`src/rtl/jtag_tap.sv`:
```
// jtag_tap: IEEE 1149.1 TAP controller with BYPASS and USER data registers.
// Defining JTAG_TAP_IDCODE_EN adds the IDCODE register and makes IDCODE the reset instruction.
module jtag_tap #(
    parameter int          IR_WIDTH      = 4,
    parameter logic [31:0] IDCODE_VALUE  = 32'h1000_0001,
    parameter int          USER_DR_WIDTH = 32
) (
    input  logic                     tck,
    input  logic                     trst_n,
    input  logic                     tms,
    input  logic                     tdi,
    output logic                     tdo,
    output logic                     tdo_oe,
    output logic [3:0]               tap_state,
    output logic [IR_WIDTH-1:0]      ir_out,
    input  logic [USER_DR_WIDTH-1:0] user_capture_data,
    output logic [USER_DR_WIDTH-1:0] user_update_data,
    output logic                     user_update_stb
);
    typedef enum logic [3:0] {
        TLR, RTI, SELDR, CAPDR, SHDR, EX1DR, PAUDR, EX2DR,
        UPDDR, SELIR, CAPIR, SHIR, EX1IR, PAUIR, EX2IR, UPDIR
    } state_t;
`ifdef JTAG_TAP_IDCODE_EN
    localparam logic [IR_WIDTH-1:0] OP_RST = IR_WIDTH'(1);
`else
    localparam logic [IR_WIDTH-1:0] OP_RST = '1;
`endif
    state_t                   r_state, w_next;
    logic [IR_WIDTH-1:0]      r_ir_sr, r_ir, w_ir_cap;
    logic                     r_byp, r_tdo, r_oe, r_stb;
    logic [USER_DR_WIDTH-1:0] r_usr, r_upd;
    logic                     w_tlr, w_cap_ir, w_sh_ir, w_upd_ir, w_cap_dr, w_sh_dr, w_upd_dr;
    logic                     w_sel_user, w_sel_id, w_sel_byp, w_id_lsb, w_dr_lsb;
    // IR capture pattern: ...0101, so bit 0 is always 1
    for (genvar i = 0; i < IR_WIDTH; i++) begin : g_cap
        assign w_ir_cap[i] = (i % 2) == 0;
    end
    always_ff @(posedge tck or negedge trst_n) begin
        if (!trst_n) r_state <= TLR;
        else         r_state <= w_next;
    end
    always_comb begin
        w_next = r_state;
        case (r_state)
            TLR:     w_next = tms ? TLR   : RTI;
            RTI:     w_next = tms ? SELDR : RTI;
            SELDR:   w_next = tms ? SELIR : CAPDR;
            CAPDR:   w_next = tms ? EX1DR : SHDR;
            SHDR:    w_next = tms ? EX1DR : SHDR;
            EX1DR:   w_next = tms ? UPDDR : PAUDR;
            PAUDR:   w_next = tms ? EX2DR : PAUDR;
            EX2DR:   w_next = tms ? UPDDR : SHDR;
            UPDDR:   w_next = tms ? SELDR : RTI;
            SELIR:   w_next = tms ? TLR   : CAPIR;
            CAPIR:   w_next = tms ? EX1IR : SHIR;
            SHIR:    w_next = tms ? EX1IR : SHIR;
            EX1IR:   w_next = tms ? UPDIR : PAUIR;
            PAUIR:   w_next = tms ? EX2IR : PAUIR;
            EX2IR:   w_next = tms ? UPDIR : SHIR;
            UPDIR:   w_next = tms ? SELDR : RTI;
            default: w_next = TLR;
        endcase
    end
    always_comb begin
        w_tlr    = r_state == TLR;
        w_cap_ir = r_state == CAPIR;
        w_sh_ir  = r_state == SHIR;
        w_upd_ir = r_state == UPDIR;
        w_cap_dr = r_state == CAPDR;
        w_sh_dr  = r_state == SHDR;
        w_upd_dr = r_state == UPDDR;
    end
    assign w_sel_user = 32'(r_ir) == 32'd8;
    assign w_sel_byp  = !w_sel_user && !w_sel_id;
`ifdef JTAG_TAP_IDCODE_EN
    logic [31:0] r_id;
    assign w_sel_id = 32'(r_ir) == 32'd1;
    assign w_id_lsb = r_id[0];
    always_ff @(posedge tck or negedge trst_n) begin
        if (!trst_n)                  r_id <= '0;
        else if (w_cap_dr && w_sel_id) r_id <= IDCODE_VALUE;
        else if (w_sh_dr && w_sel_id)  r_id <= {tdi, r_id[31:1]};
    end
`else
    assign w_sel_id = 1'b0;
    assign w_id_lsb = w_sel_id & IDCODE_VALUE[0];
`endif
    assign w_dr_lsb = w_sel_user ? r_usr[0] : w_sel_id ? w_id_lsb : r_byp;
    always_ff @(posedge tck or negedge trst_n) begin
        if (!trst_n) begin
            r_ir_sr <= '0;
            r_byp   <= 1'b0;
            r_usr   <= '0;
        end else begin
            if (w_cap_ir)                   r_ir_sr <= w_ir_cap;
            else if (w_sh_ir)               r_ir_sr <= IR_WIDTH'({tdi, r_ir_sr} >> 1);
            if (w_cap_dr && w_sel_byp)      r_byp <= 1'b0;
            else if (w_sh_dr && w_sel_byp)  r_byp <= tdi;
            if (w_cap_dr && w_sel_user)     r_usr <= user_capture_data;
            else if (w_sh_dr && w_sel_user) r_usr <= USER_DR_WIDTH'({tdi, r_usr} >> 1);
        end
    end
    // Falling-edge side: outputs settle half a cycle before the next sampling rise
    always_ff @(negedge tck or negedge trst_n) begin
        if (!trst_n) begin
            r_ir  <= OP_RST;
            r_tdo <= 1'b0;
            r_oe  <= 1'b0;
            r_upd <= '0;
            r_stb <= 1'b0;
        end else begin
            r_ir  <= w_tlr ? OP_RST : w_upd_ir ? r_ir_sr : r_ir;
            r_tdo <= w_sh_ir ? r_ir_sr[0] : w_sh_dr ? w_dr_lsb : 1'b0;
            r_oe  <= w_sh_ir || w_sh_dr;
            r_upd <= (w_upd_dr && w_sel_user) ? r_usr : r_upd;
            r_stb <= w_upd_dr && w_sel_user;
        end
    end
    assign tap_state        = r_state;
    assign ir_out           = r_ir;
    assign tdo              = r_tdo;
    assign tdo_oe           = r_oe;
    assign user_update_data = r_upd;
    assign user_update_stb  = r_stb;
endmodule
```
`config.mk`:
```
export PLATFORM = sky130hd
export DESIGN_NAME = jtag_tap
export DESIGN_NICKNAME = d
export VERILOG_FILES = /design/src/rtl/jtag_tap.sv
export SDC_FILE = /design/constraint.sdc
export NUM_CORES = 1
export LEC_CHECK = 0
export BUFFER_PORTS_ARGS = -buffer_cell sky130_fd_sc_hd__buf_2
export CAP_MARGIN = 15
export CORE_MARGIN = 2
export CORE_UTILIZATION = 54
export CTS_CLUSTER_SIZE = 12
export DETAILED_ROUTE_END_ITERATION = 16
export PLACE_DENSITY = 0.82
export SLEW_MARGIN = 0
export SYNTH_ARGS = -nofsm -noshare
export SYNTH_HDL_FRONTEND = slang
export SYNTH_SLANG_ARGS = --single-unit
```
`constraint.sdc`:
```
create_clock -name tck -period 2.9 [get_ports tck]
set_input_delay 0.145 -clock tck [delete_from_list [all_inputs] [get_ports tck]]
set_output_delay 0.145 -clock tck [all_outputs]
set_load 0.05 [all_outputs]
```
; Word-level counts from Yosys, hierarchy flattened
; Index checks and enable logic that the tools add are counted.
[totals]
regBits = 80
input_bits = 36
output_inout_bits = 43
word_cells = 64
[op_classes]
n_eq_ne = 16
mux = 24
reduce_logical = 15
[ops]
columns = op, n
row1 = $mux 32, 2
row2 = $pmux 4 s12, 1
row3 = $eq 4x4->1 const B, 9
row4 = $mux 4, 8
row5 = $eq 4x3->1 const B, 4
row6 = $eq 4x2->1 const B, 2
row7 = $mux 1, 8
row8 = $reduce_bool 2->1, 4
row9 = $mux 2, 3
row10 = $mux 3, 2
row11 = $logic_and 1x1->1, 5
row12 = $eq 4x1->1 const B, 1
row13 = $logic_not 4->1, 1
row14 = $reduce_or 2->1, 2
row15 = $reduce_or 3->1, 1
row16 = $logic_not 1->1, 1
row17 = $logic_or 1x1->1, 1

; Longest topological paths before layout
[depth]
word_depth = 5
mapped_depth = 7
depth_no_buf = 4

==> reports/summary.txt <==
Status: finished, violations left
Failing checks: negative setup slack
Clock share of power: 27.6%
Synth area leaders: dfrtp_1 29%, dfrtn_1 25%, mux2_4 12%
Ant. Diodes: 0
Slew Limit Fails: 0
Final Net Count: 446
Pre-CTS setup slack: -0.2578 ns
Final WL: 9750 microns
Residual DRC count: 0
Net Sw Power: 1.243 mW
Routability congestion estimate: 0.8005
Aggregate global-route resource usage: 24.25%
Vias: 2938
Syn_nets: 345
Fin. Hold Viols: 0
Final setup vio count: 64
Number of buffers added on ports: 78
CORE AREA: 0.006314 sq mm
Share of layout cells above drive strength 1: 52.53%
Flops & latches, synth: 80
Share of the yosys chip area belonging to registers: 57.39%
Most common cell after layout, fill and taps aside: buf_2
Sw frac: 36.14%
WP data required: 3.17 ns
Placed Area: 0.004154 sq mm
Critical path class: flip-flop to flip-flop
Fillers: 407
Worst setup SP type: flip-flop
Via density: 5.972
DRT antenna net count: 0
H-tree levels: 3
IO Pins: 79
Setup WS post-layout: -0.3312 ns
Total grt overflow: 0
Initial Utilization: 55.39%
Top cell type's share of synthesized area: 29.34%
Final instance area: 0.004758 sq mm
Initial antenna violation count: 0
Worst-path fanout max: 6
Max Cap Violations: 0
Largest net degree at the start of global routing: 36
Yosys warning total: 0
Die W: 84.48 microns
Clock Skew: 0.05396 ns
Combinational share of power: 33.6%
Slew HR: 72.96%
Synth area leader: dfrtp_1
Cell variety after synth: 34
Sequential power share: 38.7%
Pwr Density: 722.7 mW/mm^2
# rows: 29
Worst VDD drop: 0.5821 mV
Longest Clk Path Bufs: 2
Leak pwr: 2.257 nW
Cts bufs inserted: 9
WL per Instance: 19.82 microns
Critical path data arrival time: 3.50 ns
P&R area growth vs syn: 36.06%
Hold slack final: 0.09384 ns
Pwr Total: 3.439 mW
Cells after Synth: 309
CTS tree: built
Die height: 84.48 microns
Vias in the first global route: 2726
Clock Tree Root: clkbuf_8
Synthesized area: 0.003497 sq mm
Int Power: 2.196 mW
Slew @ Worst Pin: 0.4055 ns
Die area: 0.007136 sq mm
Drt first pass iters: 4
Skew-Pair Late Insertion Delay: 0.38 ns
RSZ-0062 raised after global routing: yes
First-pass GRT wire length: 13480 microns
Initial DRC count: 290
Min-delay worst type: input pin to flip-flop
CTS Sinks: 80
Setup crit end kind: flip-flop
Mean area per synthesized cell: 11.32 sq um
Detailed Place HPWL: 5622 microns
Worst-path clk slew: 0.08 ns
Most frequent cells in the layout: 73 x buf_2, 37 x dfrtp_1, 35 x dfrtn_1, 33 x o22ai_1, 29 x mux2_4
-- final cells by class --
cell class | count | area (sq um) | area share, %
Clock inverter | 8 | 88.84 | 1.867
Sequential cell | 80 | 2012 | 42.28
Timing Repair Buffer | 111 | 799.5 | 16.80
Inverter | 4 | 15.01 | 0.3155
Clock buffer | 12 | 156.4 | 3.287
Tap cell | 77 | 96.34 | 2.025
Multi-Input combinational cell | 200 | 1590 | 33.42
-- critical path: stages (launching register included) --
cell and delay (ns):
dfstp_2 0.52, or4b_4 0.48, a21oi_4 0.17, buf_12 0.16, clkbuf_16 0.17, nor2_4 0.04, a21oi_2 0.12
-- worst paths after layout --
path,startpoint,to,slack (ns),depth (start not counted)
max,ir_out[3],r_usr[15],-0.33,6
min,tdi,r_byp,0.09,3
max reg2reg,ir_out[3],r_usr[15],-0.33,6
min reg2reg,user_update_data[2],user_update_data[2],0.45,1
max in group asynchronous,trst_n,user_update_data[28],0.69,3
min in group asynchronous,trst_n,r_usr[20],0.27,2
-- layer usage --
| metal | part of all wire [%] | vias to the layer above | GRT usage [%] |
|---|---|---|---|
| met3 | 7.6 | 19 | 5.900 |
| met1 | 40 | 1474 | 32.63 |
| li1 | - | 1311 | - |
| met4 | 1.8 | 0 | 7.359 |
| met2 | 51 | 134 | 39.54 |
| met5 | 0 | - | 0 |
-- stage by stage --
step | util (%) | TNS, ns | instances
final | 75.37 | -17.55 | 492
after floorplan | - | -25.43 | 309
after detailed placement | 65.79 | -12.87 | 464
after CTS | 70.35 | -15.60 | 484
after global placement | 65.79 | -11.06 | 464
after global routing | 75.37 | -19.70 | 492
-- cell families (layout without fill, tap and decap cells) --
kind of cell	count (synthesis)	after routing	share of synthesized area (%)
XOR/XNOR	1	1	0.2505
flip-flops	80	80	57.39
AO/OA/AOI/OAI	97	97	15.92
AND/OR/NAND/NOR	70	70	9.088
multiplexers	32	32	13.42
buffers and inverters	29	135	3.936
-- flip-flops by register name, indices dropped and copies added, names as in the netlist --
register          count
tdo_oe                1
r_usr                32
r_byp                 1
ir_out                4
tdo                   1
user_update_data     32
user_update_stb       1
tap_state             4
r_ir_sr               4
-- cell usage after synthesis --
| library cell | number |
|---|---|
| nand4bb_1 | 1 |
| a21oi_1 | 39 |
| nor2b_1 | 3 |
| or4b_2 | 1 |
| o21ai_0 | 14 |
| a21oi_2 | 1 |
| a31oi_1 | 1 |
| mux2_4 | 29 |
| nor2_1 | 39 |
| o22ai_1 | 33 |
| or4b_4 | 1 |
| dfrtp_1 | 41 |
| buf_6 | 3 |
| a21o_1 | 1 |
| nand2_1 | 15 |
| nand3b_1 | 1 |
| o32ai_1 | 1 |
| o221ai_1 | 1 |
| dfrtn_1 | 35 |
| inv_1 | 5 |
| nand2b_1 | 2 |
| a211oi_1 | 1 |
| buf_2 | 5 |
| o21a_1 | 1 |
| clkbuf_1 | 13 |
| a22oi_1 | 4 |
| mux2_2 | 3 |
| nor4b_1 | 1 |
| dfstp_2 | 4 |
| xnor2_1 | 1 |
| or4_1 | 1 |
| nor3_1 | 2 |
| nand3_1 | 3 |
| buf_1 | 3 |
-- power groups by stage --
stage          registers [mW]  logic, mW  clock network [mW]
6_report                 1.33       1.16               0.950
4_1_cts                  1.33       1.13               0.965
2_1_floorplan            1.62      0.507              0.0107
3_5_place_dp             1.35       1.11              0.0107
3_3_place_gp             1.34       1.07              0.0107
5_1_grt                  1.34       1.25                1.01
-- timing repair --
item | in CTS | in global routing
pin swaps | 0 | 1
hold buffers | 1 | 0
resized for setup | 12 | 54
gates cloned | 0 | 6
endpoints found under the setup margin | 69 | 67
hold endpoints to repair | 18 | 0
setup buffers | 0 | 2
(Power assumes the default switching activity.)
